--- src/rtl/pipeline_hazard_ctrl_if.sv ---
// Hazard-control bundle: ID/EX/MEM/WB stage fields in, pipeline control out.
// master = pipeline datapath side, slave = hazard controller side.
interface pipeline_hazard_ctrl_if #(
    parameter int REG_AW = 5,
    parameter int PERF_W = 16
);
    logic [REG_AW-1:0] rs_id;
    logic [REG_AW-1:0] rt_id;
    logic              use_rs_id;
    logic              use_rt_id;
    logic              mem_read_ex;
    logic [REG_AW-1:0] rt_ex;
    logic [REG_AW-1:0] rs_ex;
    logic [REG_AW-1:0] rt_ex_src;
    logic              reg_write_mem;
    logic              reg_write_wb;
    logic [REG_AW-1:0] rd_mem;
    logic [REG_AW-1:0] rd_wb;
    logic              redirect_id;

    logic              pc_write;
    logic              if_id_write;
    logic              bubble;
    logic              if_id_flush;
    logic [1:0]        forward_a;
    logic [1:0]        forward_b;
    logic              busy;
    logic [PERF_W-1:0] stall_events;
    logic [PERF_W-1:0] flush_events;

    modport master (
        output rs_id, rt_id, use_rs_id, use_rt_id, mem_read_ex, rt_ex,
               rs_ex, rt_ex_src, reg_write_mem, reg_write_wb, rd_mem, rd_wb,
               redirect_id,
        input  pc_write, if_id_write, bubble, if_id_flush, forward_a,
               forward_b, busy, stall_events, flush_events
    );

    modport slave (
        input  rs_id, rt_id, use_rs_id, use_rt_id, mem_read_ex, rt_ex,
               rs_ex, rt_ex_src, reg_write_mem, reg_write_wb, rd_mem, rd_wb,
               redirect_id,
        output pc_write, if_id_write, bubble, if_id_flush, forward_a,
               forward_b, busy, stall_events, flush_events
    );
endinterface

--- src/rtl/pipeline_hazard_ctrl.sv ---
// Five-stage pipeline hazard controller: load-use stall insertion, ID-stage
// redirect flush, EX operand forwarding and saturating event counters.
module pipeline_hazard_ctrl #(
    parameter int REG_AW     = 5,
    parameter int LOAD_STALL = 1,
    parameter int PERF_W     = 16
) (
    input  logic                   clk,
    input  logic                   rst_n,
    pipeline_hazard_ctrl_if.slave  hif
);
    typedef logic [REG_AW-1:0] reg_t;
    typedef enum logic [1:0] {RUN, STALL, FLUSH} state_t;

    // Bubbles still owed after the detection cycle itself.
    localparam logic [1:0] STALL_REM = 2'(LOAD_STALL - 1);

    state_t            state;
    logic [1:0]        rem;
    logic [PERF_W-1:0] stall_cnt;
    logic [PERF_W-1:0] flush_cnt;
    logic              hz;

    // Load-use hazard: EX load writes a register the ID instruction reads.
    always_comb begin
        hz = hif.mem_read_ex && (hif.rt_ex != reg_t'(0)) &&
             ((hif.use_rs_id && (hif.rs_id == hif.rt_ex)) ||
              (hif.use_rt_id && (hif.rt_id == hif.rt_ex)));
    end

    // Pipeline enables; reset forces the free-running defaults.
    always_comb begin
        hif.pc_write    = 1'b1;
        hif.if_id_write = 1'b1;
        hif.bubble      = 1'b0;
        hif.if_id_flush = 1'b0;
        if (rst_n) begin
            case (state)
                RUN: begin
                    if (hz) begin
                        hif.pc_write    = 1'b0;
                        hif.if_id_write = 1'b0;
                        hif.bubble      = 1'b1;
                    end else if (hif.redirect_id) begin
                        hif.if_id_flush = 1'b1;
                    end
                end
                STALL: begin
                    hif.pc_write    = 1'b0;
                    hif.if_id_write = 1'b0;
                    hif.bubble      = 1'b1;
                end
                default: ;
            endcase
        end
        hif.busy = (state != RUN);
    end

    // EX operand forwarding; the younger MEM result wins over WB.
    always_comb begin
        hif.forward_a = 2'b00;
        hif.forward_b = 2'b00;
        if (rst_n) begin
            if (hif.reg_write_mem && hif.rd_mem != reg_t'(0) && hif.rd_mem == hif.rs_ex)
                hif.forward_a = 2'b10;
            else if (hif.reg_write_wb && hif.rd_wb != reg_t'(0) && hif.rd_wb == hif.rs_ex)
                hif.forward_a = 2'b01;
            if (hif.reg_write_mem && hif.rd_mem != reg_t'(0) && hif.rd_mem == hif.rt_ex_src)
                hif.forward_b = 2'b10;
            else if (hif.reg_write_wb && hif.rd_wb != reg_t'(0) && hif.rd_wb == hif.rt_ex_src)
                hif.forward_b = 2'b01;
        end
    end

    // Sequencer and event counters; counters only step on RUN-state decisions.
    always_ff @(posedge clk or negedge rst_n) begin
        if (!rst_n) begin
            state     <= RUN;
            rem       <= 2'd0;
            stall_cnt <= '0;
            flush_cnt <= '0;
        end else begin
            case (state)
                RUN: begin
                    if (hz) begin
                        if (stall_cnt != '1)
                            stall_cnt <= stall_cnt + PERF_W'(1);
                        if (LOAD_STALL > 1) begin
                            state <= STALL;
                            rem   <= STALL_REM;
                        end
                    end else if (hif.redirect_id) begin
                        if (flush_cnt != '1)
                            flush_cnt <= flush_cnt + PERF_W'(1);
                        state <= FLUSH;
                    end
                end
                STALL: begin
                    rem <= rem - 2'd1;
                    if (rem <= 2'd1) begin
                        state <= RUN;
                        rem   <= 2'd0;
                    end
                end
                default: state <= RUN;
            endcase
        end
    end

    assign hif.stall_events = stall_cnt;
    assign hif.flush_events = flush_cnt;
endmodule

--- src/flat_wrapper.sv ---
// flat-port wrapper written by rule: the top's interface ports become plain ports
module pipeline_hazard_ctrl_flat 
#(
    parameter int REG_AW     = 5,
    parameter int LOAD_STALL = 1,
    parameter int PERF_W     = 16
)
  (clk, rst_n, hif_rs_id, hif_rt_id, hif_use_rs_id, hif_use_rt_id, hif_mem_read_ex, hif_rt_ex, hif_rs_ex, hif_rt_ex_src, hif_reg_write_mem, hif_reg_write_wb, hif_rd_mem, hif_rd_wb, hif_redirect_id, hif_pc_write, hif_if_id_write, hif_bubble, hif_if_id_flush, hif_forward_a, hif_forward_b, hif_busy, hif_stall_events, hif_flush_events);
  pipeline_hazard_ctrl_if #(.REG_AW(REG_AW), .PERF_W(PERF_W)) hif_i ();
  input  logic clk;
  input  logic rst_n;
  input wire logic [$bits(hif_i.rs_id)-1:0] hif_rs_id;
  input wire logic [$bits(hif_i.rt_id)-1:0] hif_rt_id;
  input wire logic [$bits(hif_i.use_rs_id)-1:0] hif_use_rs_id;
  input wire logic [$bits(hif_i.use_rt_id)-1:0] hif_use_rt_id;
  input wire logic [$bits(hif_i.mem_read_ex)-1:0] hif_mem_read_ex;
  input wire logic [$bits(hif_i.rt_ex)-1:0] hif_rt_ex;
  input wire logic [$bits(hif_i.rs_ex)-1:0] hif_rs_ex;
  input wire logic [$bits(hif_i.rt_ex_src)-1:0] hif_rt_ex_src;
  input wire logic [$bits(hif_i.reg_write_mem)-1:0] hif_reg_write_mem;
  input wire logic [$bits(hif_i.reg_write_wb)-1:0] hif_reg_write_wb;
  input wire logic [$bits(hif_i.rd_mem)-1:0] hif_rd_mem;
  input wire logic [$bits(hif_i.rd_wb)-1:0] hif_rd_wb;
  input wire logic [$bits(hif_i.redirect_id)-1:0] hif_redirect_id;
  output wire logic [$bits(hif_i.pc_write)-1:0] hif_pc_write;
  output wire logic [$bits(hif_i.if_id_write)-1:0] hif_if_id_write;
  output wire logic [$bits(hif_i.bubble)-1:0] hif_bubble;
  output wire logic [$bits(hif_i.if_id_flush)-1:0] hif_if_id_flush;
  output wire logic [$bits(hif_i.forward_a)-1:0] hif_forward_a;
  output wire logic [$bits(hif_i.forward_b)-1:0] hif_forward_b;
  output wire logic [$bits(hif_i.busy)-1:0] hif_busy;
  output wire logic [$bits(hif_i.stall_events)-1:0] hif_stall_events;
  output wire logic [$bits(hif_i.flush_events)-1:0] hif_flush_events;
  assign hif_i.rs_id = hif_rs_id;
  assign hif_i.rt_id = hif_rt_id;
  assign hif_i.use_rs_id = hif_use_rs_id;
  assign hif_i.use_rt_id = hif_use_rt_id;
  assign hif_i.mem_read_ex = hif_mem_read_ex;
  assign hif_i.rt_ex = hif_rt_ex;
  assign hif_i.rs_ex = hif_rs_ex;
  assign hif_i.rt_ex_src = hif_rt_ex_src;
  assign hif_i.reg_write_mem = hif_reg_write_mem;
  assign hif_i.reg_write_wb = hif_reg_write_wb;
  assign hif_i.rd_mem = hif_rd_mem;
  assign hif_i.rd_wb = hif_rd_wb;
  assign hif_i.redirect_id = hif_redirect_id;
  assign hif_pc_write = hif_i.pc_write;
  assign hif_if_id_write = hif_i.if_id_write;
  assign hif_bubble = hif_i.bubble;
  assign hif_if_id_flush = hif_i.if_id_flush;
  assign hif_forward_a = hif_i.forward_a;
  assign hif_forward_b = hif_i.forward_b;
  assign hif_busy = hif_i.busy;
  assign hif_stall_events = hif_i.stall_events;
  assign hif_flush_events = hif_i.flush_events;
  pipeline_hazard_ctrl #(.REG_AW(REG_AW), .LOAD_STALL(LOAD_STALL), .PERF_W(PERF_W)) u_core (.clk(clk), .rst_n(rst_n), .hif(hif_i));
endmodule
--- config.mk ---
export PLATFORM = sky130hd
export DESIGN_NAME = pipeline_hazard_ctrl_flat
export DESIGN_NICKNAME = d
export VERILOG_FILES = /design/src/rtl/pipeline_hazard_ctrl_if.sv /design/src/rtl/pipeline_hazard_ctrl.sv /design/src/flat_wrapper.sv
export SDC_FILE = /design/constraint.sdc
export NUM_CORES = 1
export LEC_CHECK = 0
export ABC_AREA = 0
export BUFFER_PORTS_ARGS = -buffer_cell sky130_fd_sc_hd__buf_2
export CAP_MARGIN = 10
export CORE_UTILIZATION = 49
export CTS_CLUSTER_DIAMETER = 50
export DETAILED_ROUTE_END_ITERATION = 8
export GPL_TIMING_DRIVEN = 0
export HOLD_SLACK_MARGIN = 0.1
export PLACE_DENSITY = 0.92
export SYNTH_ARGS = -nofsm -noshare
export SYNTH_HDL_FRONTEND = slang
export SYNTH_SLANG_ARGS = --single-unit
--- constraint.sdc ---
create_clock -name clk -period 3.5 [get_ports clk]
set_clock_uncertainty 0.05 [all_clocks]
set_input_delay 0.875 -clock clk [delete_from_list [all_inputs] [get_ports clk]]
set_output_delay 0.875 -clock clk [all_outputs]
set_load 0.005 [all_outputs]
# Word level (Yosys, flattened, before mapping)
# Index checks and enable logic that the tools add are counted.
dict set report word_totals {
  regBits 36
  input_bits 43
  out_inout_bits 41
  wordCells 61
}
dict set report classes {
  add_sub_neg 3
  n_lt_le_gt_ge 1
  n_eq_ne 12
  n_mux 21
  n_bitwise 1
  reduce_logical 19
}
# cell n
set ops {}
lappend ops {{$add A16 B1 Y16 const B} 2}
lappend ops {{$ne A16 B16 Y1 const B} 2}
lappend ops {{$eq A5 B5 Y1} 6}
lappend ops {{$mux W2} 8}
lappend ops {{$reduce_bool A5 Y1} 3}
lappend ops {{$logic_and A1 B1 Y1} 10}
lappend ops {{$mux W1} 10}
lappend ops {{$reduce_and A3 Y1} 2}
lappend ops {{$ne A2 B2 Y1 const B} 2}
lappend ops {{$pmux W1 S2} 2}
lappend ops {{$pmux W2 S2} 1}
lappend ops {{$reduce_and A4 Y1} 1}
lappend ops {{$eq A2 B1 Y1 const B} 1}
lappend ops {{$le A2 B1 Y1 const B} 1}
lappend ops {{$logic_not A2 Y1} 1}
lappend ops {{$ne A2 B1 Y1 const B} 1}
lappend ops {{$reduce_bool A2 Y1} 1}
lappend ops {{$sub A2 B1 Y2 const B} 1}
lappend ops {{$logic_or A1 B1 Y1} 1}
lappend ops {{$not A1 Y1} 1}

# Depth between registers and ports, before layout
# Gate-level depths: netlist of run 1.
dict set report depth {
  word_depth 7
  mapped_depth 7
  ltp_nobuf 7
}

# Least setup slack after synthesis of run 1
# OpenSTA, ideal clock, no wires.
dict set report synth_path {
  path_type {input-to-output}
  start {input hif_rt_ex[3]}
  end {output hif_pc_write}
  arrival_time_ns 2.225
  required_ns 2.575
  path_slack_ns 0.350
  path_stages 7
  cell_sequence {xor2_1 > nor4_2 > a32oi_2 > nor2_4 > buf_6 > nand3b_1 > buf_4}
}
dict set report synth_via {
  elab_chain_len 7
  elab_cells_between_ends 11
  classes_between {2 x eq/ne; 3 x mux; 6 x reduce/logical}
}
# item line_no
set synth_lines {}
lappend synth_lines {{start, declared} flat_wrapper.sv:17} ;# input wire logic [$bits(hif_i.rt_ex)-1:0] hif_rt_ex;
lappend synth_lines {{$eq A5 B5 Y1 (on tied branches)} {pipeline_hazard_ctrl.sv:27, pipeline_hazard_ctrl.sv:28}}
lappend synth_lines {{$logic_and A1 B1 Y1 (on tied branches)} {pipeline_hazard_ctrl.sv:27, pipeline_hazard_ctrl.sv:28}}
lappend synth_lines {{$logic_or A1 B1 Y1} pipeline_hazard_ctrl.sv:27} ;# ((hif.use_rs_id && (hif.rs_id == hif.rt_ex)) ||
lappend synth_lines {{$logic_and A1 B1 Y1 *} pipeline_hazard_ctrl.sv:26} ;# hz = hif.mem_read_ex && (hif.rt_ex != reg_t'(0)) &&
lappend synth_lines {{$mux W1 *} -}
lappend synth_lines {{$pmux W1 S2 *} -}
lappend synth_lines {{$mux W1 *} -}
lappend synth_lines {{end, declared} flat_wrapper.sv:25} ;# output wire logic [$bits(hif_i.pc_write)-1:0] hif_pc_write;
# Every way passes the cells marked *; elsewhere a longest branch is shown, timed or not.

# Final worst setup path of run 1
dict set report layout_path {
  start {input hif_rt_ex[3]}
  end {output hif_pc_write}
}
dict set report layout_via {
  elab_chain_len 7
  elab_cells_between_ends 11
  classes_between {2 x eq/ne; 3 x mux; 6 x reduce/logical}
}
# item line_no
set layout_lines {}
lappend layout_lines {{$eq A5 B5 Y1 (on tied branches)} {pipeline_hazard_ctrl.sv:27, pipeline_hazard_ctrl.sv:28}}
lappend layout_lines {{$logic_and A1 B1 Y1 (on tied branches)} {pipeline_hazard_ctrl.sv:27, pipeline_hazard_ctrl.sv:28}}
lappend layout_lines {{$logic_or A1 B1 Y1} pipeline_hazard_ctrl.sv:27}
lappend layout_lines {{$logic_and A1 B1 Y1 *} pipeline_hazard_ctrl.sv:26}
lappend layout_lines {{$mux W1 *} pipeline_hazard_ctrl.sv:40} ;# if (hz) begin
lappend layout_lines {{$pmux W1 S2 *} pipeline_hazard_ctrl.sv:38} ;# case (state)
lappend layout_lines {{$mux W1 *} pipeline_hazard_ctrl.sv:37} ;# if (rst_n) begin
# Marks and branches as above.

==> results.json, run 1 <==
{
  "run_status": "finished, final reports clean",
  "ant_nets": 0,
  "grt_max_degree": 39,
  "fmax_mhz": 300.0,
  "drtPass1Iterations": 6,
  "die_x_um": 67.64,
  "path_max_fanout": 10,
  "yosysTopAreaCellShare": 0.3912,
  "first_global_vias": 1817,
  "cp-end-kind": "output pin",
  "crit_family": "simple AND/OR/NAND/NOR gates",
  "synth_nets": 246,
  "yosys_warnings": 0,
  "hold_class": "reg -> reg",
  "synth.ff_latch_count": 33,
  "netlist_top_cells_count": "xor2_1, dfrtp_1, xnor2_1",
  "synthTopCellsByArea": "dfrtp_1, xor2_1, xnor2_1",
  "die_y_um": 67.64,
  "worstPathCellList": "buf_2, xor2_1, nor4_2, a32oi_2, nor2_4, buf_6, nand3b_1, buf_4, buf_2",
  "syn_avg_cell_area_um2": 10.50,
  "drive_gt1_frac": 0.3993,
  "ys_seq_area_frac": 0.3912,
  "worstPathRequired_ns": 2.57,
  "crit_type": "in -> out",
  "wire_per_inst_um": 14.49,
  "synth_cells": 201,
  "syn2layout_area_growth_pct": 28.93,
  "power_density_nw_per_um2": 413.0,
  "critPathLaunchType": "input port",
  "clockRootBuffer": "clkbuf_8",
  "core_um2": 4058,
  "slew_headroom": 0.6859,
  "antenna_found_initial": 0,
  "drc_errors": 0,
  "num-nets-final": 337,
  "drv_cap": 0,
  "num_antenna_cells": 0,
  "worst-path-buf-inv": 4,
  "drt_iter0_markers": 90,
  "stdcell_count": 343,
  "reg2reg_slack_ns": 1.40,
  "whs_path_depth": 1,
  "worst_pin_slew_ns": 0.4712,
  "ir_drop_v": 0.0002071,
  "cts_hold_buffers": 0,
  "rsz0062_at_grt": "false",
  "slew_viol_final": 0,
  "path_common_cell": "buf_2",
  "grtUsageTotal": 0.2290,
  "final-hold-violation-count": 0,
  "cts_made_buffers": 5,
  "yosys.area.top_type": "dfrtp_1",
  "clk_pin_slew_ns": 0.07,
  "place_inst": 334,
  "dpl.hpwl_mm": 3.809,
  "vias": 1948,
  "grt_pass1_wl_mm": 7.810,
  "hold_start": "u_core.hif.flush_events[15]",
  "yosysMostFrequentCell": "xor2_1",
  "cts.sinks": 33,
  "p_total_w": 0.001124,
  "fp-row-count": 23,
  "tns_ns": 0,
  "r2r_start": "u_core.hif.stall_events[0]",
  "worstPathArrival_ns": 2.41,
  "drt-vias-per-instance": 5.679,
  "synth_edf_count": 0,
  "async_flop_share": 1.000,
  "cts_tree": "yes",
  "finalWirelength_mm": 4.969,
  "io_buffers": 83,
  "whs_endpoint": "u_core.hif.flush_events[15]",
  "start_util": 0.5202,
  "htree_levels": 2,
  "post-route-period-util": 0.9522,
  "die-area_um2": 4574,
  "setup_viol": 0,
  "worst_path_largest_cell_delay_ns": 0.29,
  "syn_area_um2": 2111,
  "p_leak_nw": 1.356,
  "fin_crit_ns": 3.333,
  "hold_ws_ns": 0.4529,
  "cts_buffer_depth": 2,
  "synthDistinctLibCells": 47,
  "ys.flop_type": "dfrtp_1",
  "rr_worst_depth": 6,
  "r2r-end": "u_core.hif.stall_events[5]",
  "gp_congestion": 0.8285,
  "cp_slowest_cell": "nor4_2",
  "ioPinCount": 84,
  "clock_latency_ns": 0.29,
  "grt.overflow.total": 0
}
worst max path at each step:
stage | from | depth (start not counted) | end
floorplan | hif_rt_ex[3] | 7 | hif_pc_write
global placement | hif_rt_ex[3] | 9 | hif_pc_write
detailed placement | hif_rt_ex[4] | 9 | hif_pc_write
CTS | hif_rt_ex[4] | 9 | hif_pc_write
global route | rst_n | 5 | hif_forward_b[0]
finish | hif_rt_ex[3] | 9 | hif_pc_write
report_power, final:
group	leakage, nW	internal [W]	switching (W)	total [W]
Combinational	0.857	0.000122	0.000122	0.000245
Clock	0.0585	0.000232	0.000140	0.000372
Sequential	0.440	0.000432	0.0000748	0.000507
Total	1.36	0.000787	0.000337	0.00112
layer usage:
metal | up-vias | part of all wire | track usage
met5 | - | 0 | 0
met4 | 0 | 0.027 | 0.1223
met3 | 18 | 0.069 | 0.04054
met2 | 97 | 0.51 | 0.4134
met1 | 921 | 0.39 | 0.2513
li1 | 912 | - | -
cells by family (layout without fill, tap and decap cells):
group	after synthesis	in the layout	synth area share
simple gates	89	89	0.2839
xor+xnor	54	54	0.2241
flops	33	33	0.3912
compound gates	12	12	0.04624
buf+inv	6	98	0.01600
mux	5	5	0.02667
fa+ha+maj	2	2	0.01185
sequential cells by signal, summed over array words and instances (netlist names):
name and cells:
u_core.hif.stall_events 16, u_core.hif.flush_events 16, u_core.state 1
cells in the final DEF (no fill, tap or decap), drive strengths merged:
master,netlist,final
nor2b,2,2
nand2,7,7
a311o,1,1
xor2,37,37
or2,2,2
nor2,8,8
ha,2,2
or4,5,5
and2,4,4
and4b,1,1
nor3,10,10
or4b,1,1
buf,2,86
inv,3,3
a21bo,1,1
nand4,9,9
a31oi,2,2
and3,5,5
dfrtp,33,33
nand4b,1,1
clkbuf,1,8
nand3b,1,1
a32oi,1,1
a21oi,2,2
or3,1,1
mux2,5,5
o21ai,2,2
o211ai,1,1
xnor2,17,17
and4,2,2
nor4,13,13
a41oi,2,2
nand3,15,15
bufinv,0,1
nand2b,2,2
per-stage QoR:
stage / util / area (µm²) / setup slack [ns]
after floorplan: - / 2111 / 0.3498
after global placement: 0.6380 / 2589 / -0.08812
after detailed placement: 0.6380 / 2589 / -0.1204
after CTS: 0.6691 / 2715 / 0.1344
after global routing: 0.6707 / 2721 / 0.05245
final: 0.6707 / 2721 / 0.1672
layout make-up:
class	count	area, µm²
fill	318	1336
clock buffer	7	86.33
tap	50	62.56
sequential	33	825.8
buffer	3	22.52
clock inverter	1	30.03
timing repair buffer	84	425.4
multi-input combinational	162	1257
inverter	3	11.26
what timing repair did:
item	4_1_cts	5_1_grt
setup buffers	1	0
pin swaps	1	0
resized for setup	1	1
setup endpoints to repair	5	1
No activity file was read; power rests on OpenSTA's default activity.
==> inputs of run 2 (changes only) <==
Settings changed: ABC_AREA 0 to 1, CORE_UTILIZATION 49 to 52.
==> run 2 against run 1 <==
Effect of this change:
- synthesized cell count grew 96%
- worst setup slack improved by 0.21 ns
- register-to-register slack gained 0.15 ns
- highest routed layer unchanged
- cell count grew 60%
- die area is 16% higher
- clock power fell by 24%
- worst hold slack improved by 0.033 ns
- global-route usage up 2.7 points
==> results.json, run 2 <==
{
  "run_status": "finished, final reports clean",
  "final-hold-violation-count": 0,
  "wire_per_inst_um": 11.85,
  "synth_xor_area_frac": 0.1239,
  "synthTopCellsByArea": "dfrtp_1, nand2_1, xnor2_1",
  "antenna_found_initial": 0,
  "ys.flop_type": "dfrtp_1",
  "cts_buffer_depth": 2,
  "worstPathCellList": "buf_2, inv_1, nand2_1, nand2_1, nor2_1, nand3_1, nand2_1, nand2_2, buf_4, nor3_2, inv_2, buf_4, buf_2",
  "fp-row-count": 25,
  "grt_max_degree": 35,
  "netlist_top_cells_count": "nand2_1, nor2_1, inv_1",
  "drc_errors": 0,
  "cts.sinks": 33,
  "synth_cells": 393,
  "die_y_um": 72.92,
  "async_flop_share": 1.000,
  "worst_path_largest_cell_delay_ns": 0.21,
  "cts_resized": 0,
  "slew_headroom": 0.6439,
  "cts_hold_buffers": 0,
  "drive_gt1_frac": 0.2402,
  "synth_top_family_by_area": "simple AND/OR/NAND/NOR gates",
  "worst_pin_slew_ns": 0.5341,
  "io_buffers": 82,
  "gp_congestion": 0.9159,
  "drt-vias-per-instance": 5.325,
  "fmax_mhz": 319.8,
  "tns_ns": 0,
  "ir_drop_v": 0.0002137,
  "htree_levels": 2,
  "ioPinCount": 84,
  "cp-end-kind": "output pin",
  "slew_viol_final": 0,
  "r2r_start": "u_core.hif.stall_events[0]",
  "synth_nets": 438,
  "worstPathArrival_ns": 2.20,
  "synthDistinctLibCells": 29,
  "start_util": 0.5464,
  "cts_tree": "yes",
  "cp_slowest_cell": "nor3_2",
  "yosys_warnings": 0,
  "clock_latency_ns": 0.29,
  "cts_made_buffers": 5,
  "synthMuxAreaShare": 0,
  "first_global_vias": 2508,
  "reg2reg_slack_ns": 1.55,
  "dpl.hpwl_mm": 5.023,
  "yosys.area.top_type": "dfrtp_1",
  "grtUsageTotal": 0.2557,
  "whs_path_depth": 2,
  "grt_pass1_wl_mm": 10.70,
  "synth_fa_ha_area_frac": 0.009569,
  "rsz0062_at_grt": "false",
  "drtPass1Iterations": 5,
  "r2r-end": "u_core.hif.stall_events[9]",
  "worstPathRequired_ns": 2.57,
  "grt.overflow.total": 0,
  "synth.ff_latch_count": 33,
  "syn2layout_area_growth_pct": 22.15,
  "drt_iter0_markers": 252,
  "layout_common_cells": "nand2_1, buf_2, nor2_1",
  "die-area_um2": 5317,
  "p_leak_nw": 1.773,
  "die_x_um": 72.92,
  "syn_avg_cell_area_um2": 6.654,
  "rr_worst_depth": 9,
  "drv_cap": 0,
  "vias": 2929,
  "hold_start": "u_core.hif.flush_events[15]",
  "crit_type": "in -> out",
  "num_antenna_cells": 0,
  "ant_nets": 0,
  "whs_endpoint": "u_core.hif.flush_events[15]",
  "num-nets-final": 527,
  "critPathLaunchType": "input port",
  "post-cts-setup-buffer-count": 0,
  "fin_crit_ns": 3.127,
  "clk_pin_slew_ns": 0.07,
  "synth-compound-area-share": 0.02967,
  "yosysTopAreaCellShare": 0.3158,
  "layout_commonest_cell": "nand2_1",
  "core_um2": 4786,
  "clockRootBuffer": "clkbuf_8",
  "power_density_nw_per_um2": 313.0,
  "synth-simple-area-share": 0.4316,
  "hold_class": "reg -> reg",
  "path_common_cell": "nand2_1",
  "setup_viol": 0,
  "yosysMostFrequentCell": "nand2_1",
  "syn_area_um2": 2615,
  "post-route-period-util": 0.8933,
  "finalWirelength_mm": 6.519,
  "hold_ws_ns": 0.4855,
  "path_max_fanout": 10,
  "synth_edf_count": 0,
  "ys_seq_area_frac": 0.3158
}
run 2: cell types whose count changed after synthesis, sizes merged, moves of 5 or more:
cell | previous run | this run
or4 | 5 | 0
inv | 3 | 45
nor2 | 8 | 43
buf | 2 | 9
nor4 | 13 | 2
and3 | 5 | 0
xor2 | 37 | 16
nand4 | 9 | 25
mux2 | 5 | 0
nand2 | 7 | 140
nand3 | 15 | 36
run 2: report_power, final:
part | switching, W | total, W | internal (W)
clock | 0.000143 | 0.000281 | 0.000138
sequential | 0.0000523 | 0.000469 | 0.000417
combinational | 0.000138 | 0.000249 | 0.000111
total | 0.000334 | 0.00100 | 0.000666
run 2: cells by family after synthesis:
| logic type | after synthesis |
|---|---|
| adder cells (fa/ha/maj) | 2 |
| XOR/XNOR | 37 |
| buffers and inverters | 55 |
| AO/OA/AOI/OAI | 12 |
| AND/OR/NAND/NOR | 254 |
| flip-flops | 33 |
run 2: cell type report:
cell class	instances	area, µm²
fillers	396	1592
multi-input cells	305	1555
flip-flops and latches	33	825.8
repair buffers	82	412.9
inverters	45	168.9
well taps	67	83.83
clock buffers	6	72.57
plain buffers	10	65.06
clock inverters	2	10.01
run 2: routing by layer:
| metal | up-vias | track usage | part of all wire |
|---|---|---|---|
| met1 | 1321 | 0.3185 | 0.43 |
| met4 | 0 | 0.1264 | 0.029 |
| met5 | - | 0 | 0 |
| li1 | 1430 | - | - |
| met3 | 24 | 0.02901 | 0.057 |
| met2 | 154 | 0.4393 | 0.49 |
run 2: worst max-delay path, delay by kind of cell:
family	cells	cell delay [ns]
and+or+nand+nor	7	0.66
buffers and inverters	6	0.67
run 2: worst max-delay path by stage:
stage / start / endpoint / slack, ns / cells after the start
floorplan: hif_rt_ex[4] / hif_pc_write / 0.76 / 11
finish: hif_rt_ex[4] / hif_pc_write / 0.37 / 13
CTS: rst_n / hif_pc_write / 0.13 / 6
global route: hif_rt_ex[4] / hif_pc_write / 0.22 / 13
detailed placement: rst_n / hif_pc_write / 0.14 / 6
global placement: rst_n / hif_pc_write / 0.16 / 6
run 2: stage by stage:
| stage | setup WS (ns) | utilization | std cells | total power [W] | area, µm² |
|---|---|---|---|---|---|
| after floorplan | 0.7555 | - | 393 | 0.0006107 | 2615 |
| after global placement | 0.1593 | 0.6497 | 542 | 0.0007111 | 3109 |
| after detailed placement | 0.1381 | 0.6497 | 542 | 0.0007230 | 3109 |
| after CTS | 0.1337 | 0.6669 | 550 | 0.001001 | 3192 |
| after global routing | 0.2192 | 0.6675 | 550 | 0.001057 | 3194 |
| final | 0.3734 | 0.6675 | 550 | 0.0009998 | 3194 |
==> inputs of run 3 (changes only) <==
Settings changed: CORE_ASPECT_RATIO set to 2, SETUP_SLACK_MARGIN set to 0.05.
Clock period 3.5 ns to 3.3 ns, I/O delays scaled along.
==> run 3 against run 2 <==
Effect of this change:
- critical path depth stayed put
- via count fell by 2.9%
- core utilization decreased by 1.3 points
- worst setup slack got worse by 0.050 ns
- die area grew 0.33%
- first-iteration DRC count shrank 75%
- non-clock buffer count unchanged
- design area down 0.39%
- clock power increased by 6%
- routed wire length down 0.94%
- largest power group unchanged
- highest routed layer unchanged
==> results.json, run 3 (same netlist as run 2, synthesis figures left out) <==
{
  "grtUsageTotal": 0.2635,
  "ant_nets": 0,
  "setup_viol": 0,
  "p_leak_nw": 1.773,
  "met1_usage": 0.2431,
  "core_um2": 4865,
  "layout_common_cells": "nand2_1, buf_2, nor2_1",
  "crit_type": "in -> out",
  "ioPinCount": 84,
  "cts_buffer_depth": 2,
  "clockRootBuffer": "clkbuf_8",
  "run_status": "finished, final reports clean",
  "start_util": 0.5376,
  "hold_ws_ns": 0.4600,
  "clk_pin_slew_ns": 0.07,
  "hold_class": "in -> async",
  "worstPathRequired_ns": 2.42,
  "drive_gt1_frac": 0.2402,
  "p_int_w": 0.0007071,
  "critPathLaunchType": "input port",
  "grt_max_degree": 35,
  "final-hold-violation-count": 0,
  "htree_levels": 2,
  "p_sw_frac": 0.3342,
  "die-area_um2": 5334,
  "post-cts-setup-buffer-count": 0,
  "num-nets-final": 527,
  "p_sw_w": 0.0003550,
  "wire_per_inst_um": 11.96,
  "drt_iter0_markers": 62,
  "gp_congestion": 0.9178,
  "die_y_um": 102.3,
  "fin_crit_ns": 2.977,
  "io_buffers": 82,
  "drtPass1Iterations": 5,
  "tns_ns": 0,
  "slew_headroom": 0.6642,
  "fp-row-count": 36,
  "cts.sinks": 33,
  "slew_viol_final": 0,
  "die_x_um": 52.15,
  "grt.overflow.total": 0,
  "dpl.hpwl_mm": 5.057,
  "gr-usage-met3": 0.03720,
  "fmax_mhz": 335.9,
  "grt.met2_usage": 0.5178,
  "cts_hold_buffers": 0,
  "grt_pass1_wl_mm": 10.78,
  "cts_tree": "yes",
  "drc_errors": 0,
  "p_seq_frac": 0.469,
  "syn2layout_area_growth_pct": 21.67,
  "layout_commonest_cell": "nand2_1",
  "path_max_fanout": 10,
  "vias": 2844,
  "drt-vias-per-instance": 5.267,
  "busiest_layer": "met2",
  "cp-end-kind": "output pin",
  "post-route-period-util": 0.9021,
  "drv_cap": 0,
  "cts_resized": 0,
  "ir_drop_v": 0.0003968,
  "power_density_nw_per_um2": 333.8,
  "num_antenna_cells": 0,
  "worstPathArrival_ns": 2.10,
  "antenna_found_initial": 0,
  "rsz0062_at_grt": "false",
  "first_global_vias": 2764,
  "p_clk_frac": 0.280,
  "clock_latency_ns": 0.29,
  "worst_pin_slew_ns": 0.5038,
  "p_comb_frac": 0.251,
  "finalWirelength_mm": 6.458,
  "cts_made_buffers": 5
}
[run 3: metrics by stage]
stage | cell area [µm²] | cells | setup slack, ns | total power, W | util
floorplan | 2615 | 393 | 0.6555 | 0.0006477 | -
global placement | 3097 | 532 | 0.1124 | 0.0007566 | 0.6366
detailed placement | 3097 | 532 | 0.08158 | 0.0007714 | 0.6366
CTS | 3179 | 540 | 0.07815 | 0.001064 | 0.6535
global route | 3182 | 540 | 0.1796 | 0.001130 | 0.6541
finish | 3182 | 540 | 0.3232 | 0.001062 | 0.6541
[run 3: power groups by stage]
stage	Combinational (W)	Clock (W)	Sequential (W)
after detailed placement	0.000266	0	0.000506
after global placement	0.000255	0	0.000501
final	0.000266	0.000298	0.000498
after CTS	0.000268	0.000299	0.000498
after global routing	0.000306	0.000318	0.000506
after floorplan	0.000150	0	0.000498
[run 3: layout make-up]
cell class | instances | area, µm²
buffer | 10 | 65.06
clock buffer | 6 | 72.57
clock inverter | 2 | 10.01
fill | 446 | 1683
inverter | 45 | 168.9
multi-input combinational | 305 | 1555
sequential | 33 | 825.8
tap | 57 | 71.32
timing repair buffer | 82 | 412.9
[run 3: per-layer routing]
| metal | vias up | share of wire |
|---|---|---|
| met3 | 18 | 0.039 |
| met4 | 0 | 0.026 |
| li1 | 1426 | - |
| met5 | - | 0 |
| met1 | 1303 | 0.36 |
| met2 | 97 | 0.57 |
[run 3: worst max-delay path: stages]
cell,delay [ns]
buf_2,0.11
inv_1,0.05
nand2_1,0.05
nand2_1,0.05
nor2_1,0.12
nand3_1,0.08
nand2_1,0.08
nand2_2,0.09
buf_4,0.18
nor3_2,0.17
inv_2,0.05
buf_4,0.12
buf_2,0.11
[run 3: worst paths after layout]
| check | start | to | slack [ns] | depth (start not counted) |
|---|---|---|---|---|
| min reg2reg | u_core.hif.stall_events[14] | u_core.hif.stall_events[14] | 0.48 | 2 |
| min | rst_n | u_core.hif.stall_events[10] | 0.46 | 1 |
| max reg2reg | u_core.hif.stall_events[0] | u_core.hif.stall_events[4] | 1.38 | 9 |
| max | hif_rt_ex[4] | hif_pc_write | 0.32 | 13 |
| max in group asynchronous | rst_n | u_core.hif.flush_events[15] | 2.40 | 1 |
| min in group clk | u_core.hif.stall_events[14] | u_core.hif.stall_events[14] | 0.48 | 2 |
